### config.mk
export PLATFORM = sky130hd
export DESIGN_NAME = rr_arb_4
export DESIGN_NICKNAME = d
export VERILOG_FILES = /design/src/rtl/arb_pkg.sv /design/src/rtl/encoder_4X2.sv /design/src/rtl/rr_arb_4.sv
export SDC_FILE = /design/constraint.sdc
export NUM_CORES = 1
export LEC_CHECK = 0
export BUFFER_PORTS_ARGS = -buffer_cell sky130_fd_sc_hd__buf_2
export CAP_MARGIN = 20
export CORE_UTILIZATION = 53
export DETAILED_ROUTE_END_ITERATION = 7
export HOLD_SLACK_MARGIN = 0.08
export MAX_ROUTING_LAYER = met4
export PLACE_DENSITY = 0.85
export SYNTH_ARGS = -nofsm -noshare
export SYNTH_HDL_FRONTEND = slang
export SYNTH_SLANG_ARGS = --single-unit
### constraint.sdc
create_clock -name clk -period 3.06 [get_ports clk]
set_clock_uncertainty 0.1 [all_clocks]
set_input_delay 0.612 -clock clk [delete_from_list [all_inputs] [get_ports clk]]
set_output_delay 0.612 -clock clk [all_outputs]
set_load 0.01 [all_outputs]
### src/rtl/arb_pkg.sv
`default_nettype none
// ============================================================================
//  Module      : arb_pkg
//  Description : Shared definitions for the 4-channel round-robin arbiter:
//                FSM state encoding, hold-counter width and the round-robin
//                winner search.
//  Revision    : 1.0 - initial release
// ============================================================================
package arb_pkg;

    // Hold counter width; wide enough for MAX_HOLD up to 31.
    localparam int C_CNT_W = 5;

    typedef enum logic [0:0] {
        ST_IDLE  = 1'b0,
        ST_GRANT = 1'b1
    } state_t;

    // Returns the first requesting channel in the order ptr+1 .. ptr+4
    // (mod 4). ptr+4 is ptr itself, so the previous owner is considered
    // last. The result is only meaningful when req is non-zero.
    function automatic logic [1:0] rr_pick(input logic [1:0] ptr,
                                           input logic [3:0] req);
        logic [1:0] idx;
        logic       found;
        rr_pick = ptr;
        found   = 1'b0;
        for (int k = 1; k <= 4; k++) begin
            idx = ptr + 2'(k);
            if (!found && req[idx]) begin
                rr_pick = idx;
                found   = 1'b1;
            end
        end
    endfunction

endpackage
`default_nettype wire

### src/rtl/encoder_4X2.sv
`default_nettype none
// ============================================================================
//  Module      : encoder_4X2
//  Description : One-hot (or zero) to binary index encoder.
//  Ports       : i_onehot [3:0] one-hot vector
//                o_idx    [1:0] binary index of the set bit (00 when zero)
//  Revision    : 1.0 - initial release
// ============================================================================
module encoder_4X2 (
    input  logic [3:0] i_onehot,
    output logic [1:0] o_idx
);

    // OR-based encoding: valid for one-hot or all-zero inputs.
    assign o_idx = {i_onehot[3] | i_onehot[2], i_onehot[3] | i_onehot[1]};

endmodule
`default_nettype wire

### src/rtl/rr_arb_4.sv
`default_nettype none
// ============================================================================
//  Module      : rr_arb_4
//  Description : Four-channel round-robin arbiter with a bounded hold time.
//                An owner keeps the grant until it pulses done, drops its
//                request, or holds for MAX_HOLD cycles (forced release with
//                a timeout pulse). Every release passes through one IDLE
//                cycle before the next grant.
//  Ports       : clk         in   clock, rising edge
//                rst         in   synchronous active-high reset
//                req   [3:0] in   level-sensitive channel requests
//                done        in   release pulse from current owner
//                grant [3:0] out  registered one-hot grant
//                grant_valid out  grant is non-zero
//                grant_idx[1:0] out binary owner index, 00 when idle
//                timeout     out  one-cycle forced-release pulse
//  Revision    : 1.0 - initial release
// ============================================================================
module rr_arb_4
    import arb_pkg::*;
#(
    parameter int MAX_HOLD = 16
) (
    input  logic       clk,
    input  logic       rst,
    input  logic [3:0] req,
    input  logic       done,
    output logic [3:0] grant,
    output logic       grant_valid,
    output logic [1:0] grant_idx,
    output logic       timeout
);

    state_t               r_state_q,   w_state_d;
    logic [3:0]           r_grant_q,   w_grant_d;
    logic                 r_timeout_q, w_timeout_d;
    logic [C_CNT_W-1:0]   r_cnt_q,     w_cnt_d;
    logic [1:0]           r_ptr_q,     w_ptr_d;

    logic [1:0]           w_enc_idx;
    logic [1:0]           w_pick;
    logic                 w_owner_req;
    logic                 w_hold_hit;

    encoder_4X2 u_enc (
        .i_onehot (r_grant_q),
        .o_idx    (w_enc_idx)
    );

    assign w_pick      = rr_pick(r_ptr_q, req);
    assign w_owner_req = req[w_enc_idx];
    // Counter reads 0 in the first grant cycle, so MAX_HOLD-1 marks the
    // last permitted cycle of ownership.
    assign w_hold_hit  = (r_cnt_q == C_CNT_W'(MAX_HOLD - 1));

    always_comb begin
        w_state_d   = r_state_q;
        w_grant_d   = r_grant_q;
        w_timeout_d = 1'b0;
        w_cnt_d     = r_cnt_q;
        w_ptr_d     = r_ptr_q;
        case (r_state_q)
            ST_IDLE: begin
                if (|req) begin
                    w_state_d = ST_GRANT;
                    w_grant_d = 4'b0001 << w_pick;
                    w_ptr_d   = w_pick;
                    w_cnt_d   = '0;
                end
            end
            ST_GRANT: begin
                if (done || !w_owner_req || w_hold_hit) begin
                    w_state_d   = ST_IDLE;
                    w_grant_d   = 4'b0000;
                    w_cnt_d     = '0;
                    // Timeout only when the counter alone forced the release.
                    w_timeout_d = w_hold_hit && !done && w_owner_req;
                end else begin
                    w_cnt_d = r_cnt_q + 1'b1;
                end
            end
            default: begin
                w_state_d = ST_IDLE;
                w_grant_d = 4'b0000;
                w_cnt_d   = '0;
            end
        endcase
    end

    always_ff @(posedge clk) begin
        if (rst) begin
            r_state_q   <= ST_IDLE;
            r_grant_q   <= 4'b0000;
            r_timeout_q <= 1'b0;
            r_cnt_q     <= '0;
            r_ptr_q     <= 2'b11;   // channel 0 searched first after reset
        end else begin
            r_state_q   <= w_state_d;
            r_grant_q   <= w_grant_d;
            r_timeout_q <= w_timeout_d;
            r_cnt_q     <= w_cnt_d;
            r_ptr_q     <= w_ptr_d;
        end
    end

    assign grant       = r_grant_q;
    assign grant_valid = |r_grant_q;
    assign grant_idx   = grant_valid ? w_enc_idx : 2'b00;
    assign timeout     = r_timeout_q;

endmodule
`default_nettype wire

Word level (Yosys, flattened, before mapping) --
Cells that the tools add are included.
Word-level totals: bits in registers 13, output and inout bits 8, word-level logic and storage cells 66
Cells by class: $add $sub $neg 4, $lt $le $gt $ge 5, equal/unequal tests 3, shift-type cells 1, mux-type cells 27, bitwise logic cells 4, reductions and logical operators 17
Operators with widths (count):
- 2-bit by 3-bit less-than comparator with 1-bit output (second input constant) | 5
- 1-bit binary-select mux with 2-bit select | 5
- 1-bit two-way mux | 10
- 2-bit two-way mux | 5
- 5-bit two-way mux | 2
- 5-bit case mux with 2 select lines | 1
- 4-bit two-way mux | 2
- 4-bit case mux with 2 select lines | 1
- 4-bit OR reduction | 2
- 5-bit by 1-bit adder with 5-bit output (second input constant) | 1
- 5-bit by 4-bit equality test with 1-bit output (second input constant) | 1
- 1-bit logical AND | 5
- 1-bit zero test | 5
- 2-bit adder (second input constant) | 2
- 2-bit AND reduction | 2
- 1-bit by 2-bit << shifter with 4-bit output (first input constant) | 1
- 3-bit OR reduction | 1
- 2-bit by 1-bit adder with 2-bit output (second input constant) | 1
- 1-bit logical OR | 2
- 2-bit by 1-bit inequality test with 1-bit output (second input constant) | 1
- 2-bit inequality test (second input constant) | 1
- 1-bit NOT | 2
- 1-bit bitwise OR | 2
- 1-bit case mux with 2 select lines | 1

Longest topological paths before layout --
word-level depth 16, gate-level depth with buffers 6

Hierarchy --
From an unflattened synthesis, not the netlist that was laid out.
Second synthesis, totals: cells, all modules 76, area, all modules 685.7 um2
By module, submodules not included:
- rr_arb_4 | times used 1, cells an instance 74, area an instance 673.1 um2, seq. area each 260.2 um2
- encoder_4X2 | times used 1, cells an instance 2, area an instance 12.5 um2, seq. area each 0.0 um2

Least setup slack after synthesis --
OpenSTA, ideal clock, no wires.
kind reg-to-output, from register r_grant_q[3], in the netlist grant[3], to output port grant_valid, data arrival time 1.051 ns, required time 2.348 ns, setup slack 1.297 ns, cell stages (with the launch flop) 3, cells stage by stage dfxtp_1 or2_2 or3_1
On the way: cells in the longest elaborated chain, start to end 1
Ends and longest elaborated chain:
- start: declaration | line rr_arb_4.sv:35 | logic [3:0] r_grant_q, w_grant_d;
- start signal: assignment | line rr_arb_4.sv:99 | r_grant_q <= w_grant_d;
- 4-bit OR reduction | line rr_arb_4.sv:107 | assign grant_valid = |r_grant_q;
- end: declaration | line rr_arb_4.sv:29 | output logic grant_valid,
Every way passes these cells.

Worst setup path after layout --
Same ends and word-level chain as after synthesis.

==> flow_metrics.tcl <==
set metrics [dict create \
    grt_pass1_vias 628 \
    netlist_top_cells_count "13 x dfxtp_1, 8 x inv_1, 8 x nand2_1, 5 x nor2_1" \
    critPathMaxFanout 4 \
    wire_per_inst_um 14.0 \
    globalplace.congestion 0.870 \
    clk_pin_slew_worst_paths_ns 0.09 \
    ys_warn_count 0 \
    finalInstanceArea_um2 843 \
    drtIter0Drc 13 \
    fmax_mhz 469 \
    nFillCells 114 \
    gr-max-usage-layer "met2" \
    port_buffers 14 \
    cts.sinks 13 \
    grt_use_total_pct 26.2 \
    num_rows 13 \
    hp-class "register to register" \
    crit_buf_inv 1 \
    antenna_cells 0 \
    grt_pass1_wl_um 2660 \
    multi_input_comb_area_um2 438 \
    drtPass1Iterations 4 \
    post-route-min-period_ns 2.13 \
    synth_top_area_cell "dfxtp_1" \
    worst_pin_slew_ns 0.425 \
    cts_resized 0 \
    viasPerCell 6.04 \
    arrival_ns 1.42 \
    die-height_um 39.5 \
    io_pins 15 \
    irDropWorstVdd_v 0.000200 \
    cts_buffers 3 \
    synthMostInstantiatedCell "dfxtp_1" \
    grt.overflow.total 0 \
    slew_violations 0 \
    avgSynthCellArea_um2 8.89 \
    synth_area_um2 747 \
    initial_core_util_pct 57.4 \
    hold_viol 0 \
    antenna_found_initial 0 \
    placed_area_um2 817 \
    detail-route-antenna-nets 0 \
    slew_headroom_pct 71.6 \
    crit_slowest_cell "dfxtp_1" \
    dpl.hpwl_um 1190 \
    p_leak_nw 0.374 \
    grt_max_degree 13 \
    final_core_util_pct 64.8 \
    clockBufferDepth 2 \
    core_area_um2 1300 \
    ys_types 38 \
    maxCapViolCount 0 \
    synthTopCellsByArea "dfxtp_1 35%, o32ai_1 4.7%, inv_1 4.0%" \
    endpoint_kind "primary output" \
    final_nets 109 \
    drive_gt1_share_pct 25.3 \
    fp.dieW_um 39.5 \
    grt_util_met1_pct 33.6 \
    synth_flop_cell "dfxtp_1" \
    dieArea_um2 1560 \
    slowest_delay_ns 0.36 \
    wl_um 1600 \
    holdWs_ns 0.406 \
    rsz0062_at_grt "false" \
    syn2layout_area_growth_pct 12.9 \
    postCtsSetupRepairBufs 0 \
    synthCells 84 \
    ys_seq_area_share_pct 34.8 \
    synth-edff-count 0 \
    drc_errors 0 \
    num_vias 689 \
    cp_top_family "simple AND/OR/NAND/NOR gates" \
    clock_latency_ns 0.28 \
    grtUsageMet2_pct 39.8 \
    root_buffer "clkbuf_4" \
    period_share_pct 69.6 \
    use_met3_pct 3.98 \
    yosys.area.top_type_share_pct 34.8 \
    synth_nets 93 \
    startpoint_type "register" \
    final-seq-area_um2 260 \
    async_flop_share_pct 0 \
    outcome "completed" \
    p_per_area_nw_per_um2 461 \
    path_class "register to primary output" \
    setup_viol 0 \
    timing.setup.tns_ns 0 \
    hold_buffers 0 \
    cts_max_level 1 \
    yosys_register_bits 13 \
    crit_chain "or2_2 > or3_1 > buf_2" \
    cts_tree "done" \
    required_ns 2.35 \
]
## layout make-up
type / instances / area share [%]
clock buffers: 4 / 3.12
inverters: 8 / 3.56
flip-flops and latches: 13 / 30.9
multi-input cells: 60 / 51.9
repair buffers: 14 / 8.31
well taps: 15 / 2.23
## logic make-up after synthesis
logic type / after synthesis / share of synthesized area (%)
flops: 13 / 34.8
mux: 2 / 2.85
compound gates: 18 / 19.4
buf+inv: 11 / 6.53
simple gates: 38 / 33.0
fa+ha+maj: 2 / 3.35
## registers in the layout, summed over array words and instances, names as in the netlist
| name | flops |
|---|---|
| r_state_q | 1 |
| r_ptr_q | 2 |
| r_cnt_q | 5 |
| grant | 4 |
| timeout | 1 |
## worst register-to-register path, delay by kind of cell (launching register included)
| kind | cells | cell delay (ns) |
|---|---|---|
| flops | 1 | 0.34 |
| fa+ha+maj | 2 | 0.43 |
| compound gates | 2 | 0.37 |
| simple gates | 2 | 0.60 |
## worst paths after layout
| kind | slack (ns) | start | depth (start not counted) | to |
|---|---|---|---|---|
| worst max register to register | 1.12 | r_cnt_q[0]$_SDFFE_PP0P_ | 6 | grant[0]$_SDFFE_PP0P_ |
| worst min-delay path | 0.41 | r_cnt_q[0]$_SDFFE_PP0P_ | 2 | r_cnt_q[0]$_SDFFE_PP0P_ |
| worst max-delay path | 0.93 | grant[3]$_SDFFE_PP0P_ | 3 | grant_valid |
| worst min register to register | 0.41 | r_cnt_q[0]$_SDFFE_PP0P_ | 2 | r_cnt_q[0]$_SDFFE_PP0P_ |
## per-stage QoR
step / cells / setup WS [ns] / total power, mW
2_1_floorplan: 84 / 1.30 / 0.255
3_3_place_gp: 110 / 1.16 / 0.279
3_5_place_dp: 110 / 1.12 / 0.283
4_1_cts: 114 / 0.929 / 0.389
5_1_grt: 114 / 0.869 / 0.408
6_report: 114 / 0.929 / 0.389
## power breakdown
group          total, mW  internal, mW  switching [mW]  leakage, nW
sequential         0.192         0.179          0.0123        0.106
combinational     0.0882        0.0393          0.0489        0.253
clock              0.109        0.0505          0.0584       0.0150
total              0.389         0.269           0.120        0.374
## layer usage
metal  up-vias  routed length (um)
met2        29                 751
met1       317                 740
met3         4                  85
li1        339                   -
met5         -                   0
met4         0                  21
## cells in the final DEF (no fill, tap or decap), drive strengths merged
| master | netlist | layout |
|---|---|---|
| a32oi | 2 | 2 |
| or2 | 2 | 2 |
| nand3b | 1 | 1 |
| nand2 | 8 | 8 |
| or2b | 1 | 1 |
| nand2b | 1 | 1 |
| and3 | 1 | 1 |
| dfxtp | 13 | 13 |
| or3 | 3 | 3 |
| a31oi | 2 | 2 |
| and3b | 2 | 2 |
| nor2 | 5 | 5 |
| ha | 2 | 2 |
| o221a | 1 | 1 |
| inv | 8 | 8 |
| nand3 | 2 | 2 |
| buf | 1 | 14 |
| nand4 | 1 | 1 |
| nor4 | 1 | 1 |
| o32ai | 4 | 4 |
| o211ai | 2 | 2 |
| mux2i | 1 | 1 |
| nor3b | 1 | 1 |
| nor2b | 1 | 1 |
| a21oi | 5 | 5 |
| nand4b | 3 | 3 |
| and4 | 1 | 1 |
| clkbuf | 2 | 4 |
| nor3 | 2 | 2 |
| a211o | 2 | 2 |
| mux2 | 1 | 1 |
| and2b | 1 | 1 |
| nor4b | 1 | 1 |
(Power assumes the default switching activity.)
